File: src/rtl/shift_right_seq.sv
// shift_right_seq: lane-granular right shifter for words of LANES lanes of
// LANE_W bits each. Data moves toward lane 0, vacated upper lanes take the
// fill lane captured at accept. Illegal shifts (> MAX_SHIFT) return the
// input word unchanged with out_err set.
//
// Build option: define SHIFT_RIGHT_SEQ_FAST_EN to replace the iterative
// one-lane-per-cycle shifter with a single-cycle lane mux (IDLE -> DONE for
// every shift). Results and out_err are identical in both builds.
//
// Handshake: a word is accepted on a rising edge where in_valid && in_ready;
// a result is consumed on a rising edge where out_valid && out_ready.
// in_ready is high only in IDLE (and never during reset); out_valid is high
// only in DONE, where out and out_err are held stable until consumed.
// Inputs are not sampled outside the accepting edge.
module shift_right_seq #(
    parameter int LANE_W    = 12,
    parameter int LANES     = 8,
    parameter int MAX_SHIFT = 5
) (
    input  logic                      clk,
    input  logic                      rst,
    input  logic                      in_valid,
    output logic                      in_ready,
    input  logic [LANE_W*LANES-1:0]   in,
    input  logic [2:0]                shift,
    input  logic [LANE_W-1:0]         fill,
    output logic                      out_valid,
    input  logic                      out_ready,
    output logic [LANE_W*LANES-1:0]   out,
    output logic                      out_err,
    output logic [1:0]                state_dbg
);

    localparam int W = LANE_W * LANES;

    localparam logic [1:0] IDLE  = 2'd0;
`ifndef SHIFT_RIGHT_SEQ_FAST_EN
    localparam logic [1:0] SHIFT = 2'd1;
`endif
    localparam logic [1:0] DONE  = 2'd2;

    localparam logic [2:0] MAX_SHIFT_3 = 3'(MAX_SHIFT);

    logic [1:0]   state_q;
    logic [W-1:0] data_q;
    logic         err_q;
    logic         accept;
    logic         legal;

    assign legal  = (shift <= MAX_SHIFT_3);
    assign accept = in_valid && in_ready;

    assign in_ready  = (state_q == IDLE) && !rst;
    assign out_valid = (state_q == DONE);
    assign out       = data_q;
    assign out_err   = err_q;
    assign state_dbg = state_q;

`ifdef SHIFT_RIGHT_SEQ_FAST_EN

    logic [W-1:0] fast_data;

    // Full lane mux: lane i takes input lane i+shift, or fill past the top.
    always_comb begin
        fast_data = '0;
        for (int i = 0; i < LANES; i++) begin
            if (i + int'(shift) < LANES) begin
                fast_data[i*LANE_W +: LANE_W] = in[(i + int'(shift))*LANE_W +: LANE_W];
            end else begin
                fast_data[i*LANE_W +: LANE_W] = fill;
            end
        end
    end

    // Control: every accepted word goes straight to DONE.
    always_ff @(posedge clk or posedge rst) begin
        if (rst) begin
            state_q <= IDLE;
        end else begin
            case (state_q)
                IDLE:    if (accept) state_q <= DONE;
                DONE:    if (out_ready) state_q <= IDLE;
                default: state_q <= IDLE;
            endcase
        end
    end

    // Datapath: capture the shifted word (or the raw word if illegal) at accept.
    always_ff @(posedge clk or posedge rst) begin
        if (rst) begin
            data_q <= '0;
            err_q  <= 1'b0;
        end else if (accept) begin
            data_q <= legal ? fast_data : in;
            err_q  <= !legal;
        end
    end

`else

    logic [2:0]        cnt_q;
    logic [LANE_W-1:0] fill_q;

    // Control: zero or illegal shifts skip SHIFT; otherwise step until the
    // last lane move (cnt == 1 going to 0) and then present the result.
    always_ff @(posedge clk or posedge rst) begin
        if (rst) begin
            state_q <= IDLE;
        end else begin
            case (state_q)
                IDLE: begin
                    if (accept) begin
                        state_q <= ((shift == 3'd0) || !legal) ? DONE : SHIFT;
                    end
                end
                SHIFT:   if (cnt_q == 3'd1) state_q <= DONE;
                DONE:    if (out_ready) state_q <= IDLE;
                default: state_q <= IDLE;
            endcase
        end
    end

    // Datapath: load at accept, then move one lane toward lane 0 per SHIFT cycle.
    always_ff @(posedge clk or posedge rst) begin
        if (rst) begin
            data_q <= '0;
            err_q  <= 1'b0;
            cnt_q  <= 3'd0;
            fill_q <= '0;
        end else if (accept) begin
            data_q <= in;
            err_q  <= !legal;
            cnt_q  <= shift;
            fill_q <= fill;
        end else if (state_q == SHIFT) begin
            data_q <= {fill_q, data_q[W-1:LANE_W]};
            cnt_q  <= cnt_q - 3'd1;
        end
    end

`endif

endmodule

File: config.mk
export PLATFORM = sky130hd
export DESIGN_NAME = shift_right_seq
export DESIGN_NICKNAME = d
export VERILOG_FILES = /design/src/rtl/shift_right_seq.sv
export SDC_FILE = /design/constraint.sdc
export NUM_CORES = 1
export LEC_CHECK = 0
export ABC_AREA = 1
export CORE_MARGIN = 1.5
export CORE_UTILIZATION = 46
export CTS_CLUSTER_DIAMETER = 150
export DETAILED_ROUTE_END_ITERATION = 10
export PLACE_DENSITY = 0.89
export SETUP_SLACK_MARGIN = 0.4
export SYNTH_ARGS = -nofsm -noshare
export SYNTH_HDL_FRONTEND = slang
export SYNTH_SLANG_ARGS = --single-unit
File: constraint.sdc
create_clock -name clk -period 8.8 [get_ports clk]
set_clock_uncertainty 0.2 [all_clocks]
set_input_delay 2.2 -clock clk [delete_from_list [all_inputs] [get_ports clk]]
set_output_delay 2.2 -clock clk [all_outputs]
set_load 0.02 [all_outputs]
==> PnR_summary.wiki <==
{| class="wikitable"
! Metric !! Value
|-
| Portion of netlist area occupied by mux cells || 0
|-
| Critical R2R Launch || state_dbg[1]
|-
| Total via count after detailed routing || 5352
|-
| Count of different cell masters after synthesis || 21
|-
| Via count of the first global-routing pass || 5176
|-
| Antenna Nets Post-Route || 0
|-
| Final global-route overflow total || 0
|-
| Worst Tran Pin Value || around 1.1 ns
|-
| Ordered list of cells on the worst path || clkdlybuf4s50_1 > nor2_1 > clkdlybuf4s50_1
|-
| Yosys synthesis warning count || 0
|-
| Cells resized by post-CTS repair || 0
|-
| Clock root buffer master || sky130_fd_sc_hd__clkbuf_8
|-
| Setup-violating endpoint count in the final report || 0
|-
| Setup WS pre-CTS || between 2 and 3 ns
|-
| Adder-cell area share of the yosys netlist || 0.00485
|-
| Class of the most critical setup path || primary input to primary output
|-
| Share of the synthesized area in the top cell type || 0.553
|-
| Final Cell Area || between 7000 and 8000 µm²
|-
| Antenna violations before repair || 0
|-
| Number of hold buffers added after cts || 0
|-
| DRT Pass-1 Iters || 5
|-
| Routability congestion estimate || around 0.84
|-
| Cell type contributing the most total cell area after synthesis || sky130_fd_sc_hd__dfrtp_1
|-
| Largest net degree at the start of global routing || 101
|-
| Max-slew violation count || 0
|-
| Overall die area || roughly 12000 µm²
|-
| Post-Place Cell Area || roughly 7300 µm²
|-
| DR iter-0 viols || 604
|-
| Core Region || between 10000 and 15000 µm²
|-
| Die Y-Extent || between 100 and 150 µm
|-
| Number of remaining DRC errors || 0
|-
| Mapped Nets || 746
|-
| Critical Path AT || ~3.4 ns
|-
| Initial Utilization || 0.474
|-
| Synthesized instance count || around 630
|-
| Number of buffers between clock root and the deepest sink || 2
|-
| Worst path most repeated cell || sky130_fd_sc_hd__clkdlybuf4s50_1
|-
| Worst Setup Start Kind || primary input
|-
| Data required time at the worst endpoint || approximately 6.4 ns
|-
| Class of the tightest hold or removal check || register to register
|-
| Per-cell routed wire length || between 15 and 20 µm
|-
| Min Tclk post-route || between 5 and 6 ns
|-
| Post-detailed-routing wire length || between 15 and 20 mm
|-
| Number of synthesized register bits || 114
|-
| Global-route wire length before repair || approximately 25 mm
|-
| FP Rows || 38
|-
| Max transition margin || 0.263
|-
| Fin util || 0.722
|-
| P_leak || about 0.0036 µW
|-
| Number of hold-slack violations in the final timing report || 0
|-
| Avg Synthesized Cell Area || approximately 8 µm²
|-
| Compound-gate portion of the synthesized area || 0.00388
|-
| Post-synthesis xor/xnor area fraction || 0.00339
|-
| Share of the clock period used by the worst path after layout || 0.660
|-
| Share of post-route cells with drive strength above 1 || 0.0504
|-
| Final antenna diode count || 0
|-
| Biggest fanout along the worst timing path || 3
|-
| Setup Fix Bufs, Post-CTS || 0
|-
| Hold path start || fill_q[4]
|-
| Sequential share of the synthesized area || 0.553
|-
| Outcome || finished clean
|-
| Main combinational cell family by area after synthesis || simple AND/OR/NAND/NOR gates
|-
| Net count of the finished layout || about 940
|-
| Setup repair after global routing missed its margin || no
|-
| Slowest stage delay, CP || 0.60 ns
|-
| GRT Total Usage || 0.277
|-
| Later-pin clock latency in the skew report || 0.50 ns
|-
| Clock slew seen by the registers of the worst setup and hold paths || approximately 0.06 ns
|-
| Kind of end point of the critical path || primary output
|-
| CTS sink cnt || around 110
|-
| Final setup TNS || 0 ns
|-
| Total clock buffers created by CTS || 17
|-
| First element of the critical path || rst
|-
| Achievable clock frequency || between 150 and 200 MHz
|-
| Max-cap viol count || 0
|-
| Highest-delay cell along the critical path || sky130_fd_sc_hd__clkdlybuf4s50_1
|-
| Final critical-path setup slack || around 3 ns
|-
| IO buf count || 215
|-
| Clock tree from TritonCTS || yes
|-
| Count of boundary I/O pins || roughly 220
|-
| Netlist Area Pre-Place || slightly above 5000 µm²
|-
| VDD IR max || 0.000213 V
|-
| Total number of H-tree levels || 4
|-
| Total power divided by cell area || between 300 and 400 nW/µm²
|-
| Synth top area cells || sky130_fd_sc_hd__dfrtp_1 55%, sky130_fd_sc_hd__nand3_1 20%, sky130_fd_sc_hd__nand2_1 17%, sky130_fd_sc_hd__buf_2 2.2%, sky130_fd_sc_hd__clkbuf_1 0.95%
|-
| Vias per Instance || between 5 and 6
|-
| Width of the chip || between 100 and 150 µm
|-
| Half-perimeter wire length of the detailed placement result || between 10 and 15 mm
|-
| Synthesized-area fraction occupied by and/or/nand/nor cells || 0.386
|-
| Post-synthesis to final-layout area growth || 52.4%
|}
[registers in the layout, summed over array words and instances (netlist names)]
register   flops
cnt_q          3
out           96
out_err        1
fill_q        12
state_dbg      2
[layer usage]
metal	part of all wire	routed length (µm)	track usage
met1	0.39	6250	0.339
met2	0.47	7660	0.439
met3	0.10	1640	0.0807
met4	0.041	666	0.152
met5	0	0	0
[power breakdown]
group          total (µW)  switching, µW  internal, µW
sequential            970            204           766
combinational        1360            770           587
clock                 638            238           400
[cell families after synthesis]
| group | after synthesis |
|---|---|
| simple gates | 452 |
| fa+ha+maj | 2 |
| xor+xnor | 2 |
| flops | 114 |
| buf+inv | 55 |
| compound gates | 4 |
[cells in the mapped netlist]
cell	number
sky130_fd_sc_hd__nand2_1	231
sky130_fd_sc_hd__nand3_1	209
sky130_fd_sc_hd__dfrtp_1	114
sky130_fd_sc_hd__buf_2	23
sky130_fd_sc_hd__clkbuf_1	13
sky130_fd_sc_hd__inv_1	8
sky130_fd_sc_hd__nor2_1	6
sky130_fd_sc_hd__buf_1	5
sky130_fd_sc_hd__buf_4	3
sky130_fd_sc_hd__o21ai_0	3
sky130_fd_sc_hd__ha_1	2
sky130_fd_sc_hd__inv_2	2
sky130_fd_sc_hd__xor2_1	2
sky130_fd_sc_hd__buf_6	1
sky130_fd_sc_hd__nand2_2	1
sky130_fd_sc_hd__nand3_4	1
sky130_fd_sc_hd__nand3b_1	1
sky130_fd_sc_hd__nor2_2	1
sky130_fd_sc_hd__nor2_4	1
sky130_fd_sc_hd__o21ai_1	1
sky130_fd_sc_hd__or2_2	1
[worst max-delay path, delay by kind of cell]
kind                   cells  cell delay (ns)
buffers and inverters      2             1.08
and+or+nand+nor            1             0.13
[final cells by class]
cell class / instances / area [µm²]
repair buffers: 219 / 2180
fillers: 800 / 3020
flip-flops and latches: 114 / 2850
well taps: 140 / 175
inverters: 10 / 41.3
multi-input cells: 460 / 2060
clock buffers: 18 / 418
clock inverters: 13 / 139
[cells in the final DEF, fill, tap and decap left out, drive strengths merged]
| cell | count |
|---|---|
| nand3b | 1 |
| ha | 2 |
| xor2 | 2 |
| inv | 10 |
| clkbuf | 18 |
| nand2 | 232 |
| buf | 4 |
| o21ai | 4 |
| nand3 | 210 |
| clkdlybuf4s50 | 215 |
| dfrtp | 114 |
| bufinv | 2 |
| clkinvlp | 5 |
| nor2 | 8 |
| or2 | 1 |
| clkinv | 6 |
[path summary, 6_finish.rpt]
path,slack [ns],end,cells past startpoint
worst min register to register,0.28,fill_q[4],2
worst min-delay path,0.28,fill_q[4],2
worst max register to register,5.72,cnt_q[0],5
max in group asynchronous,5.12,cnt_q[2],3
worst max-delay path,2.99,in_ready,3
min in group asynchronous,1.99,state_dbg[1],2
[metrics by stage]
step / hold slack [ns] / cells / power (µW)
floorplan: 0.250 / 629 / 1690
global placement: 0.262 / 943 / 2270
detailed placement: 0.266 / 943 / 2320
CTS: 0.283 / 974 / 2970
global route: 0.312 / 974 / 3140
finish: 0.282 / 974 / 2960
Power figures use the tool's default switching activity.
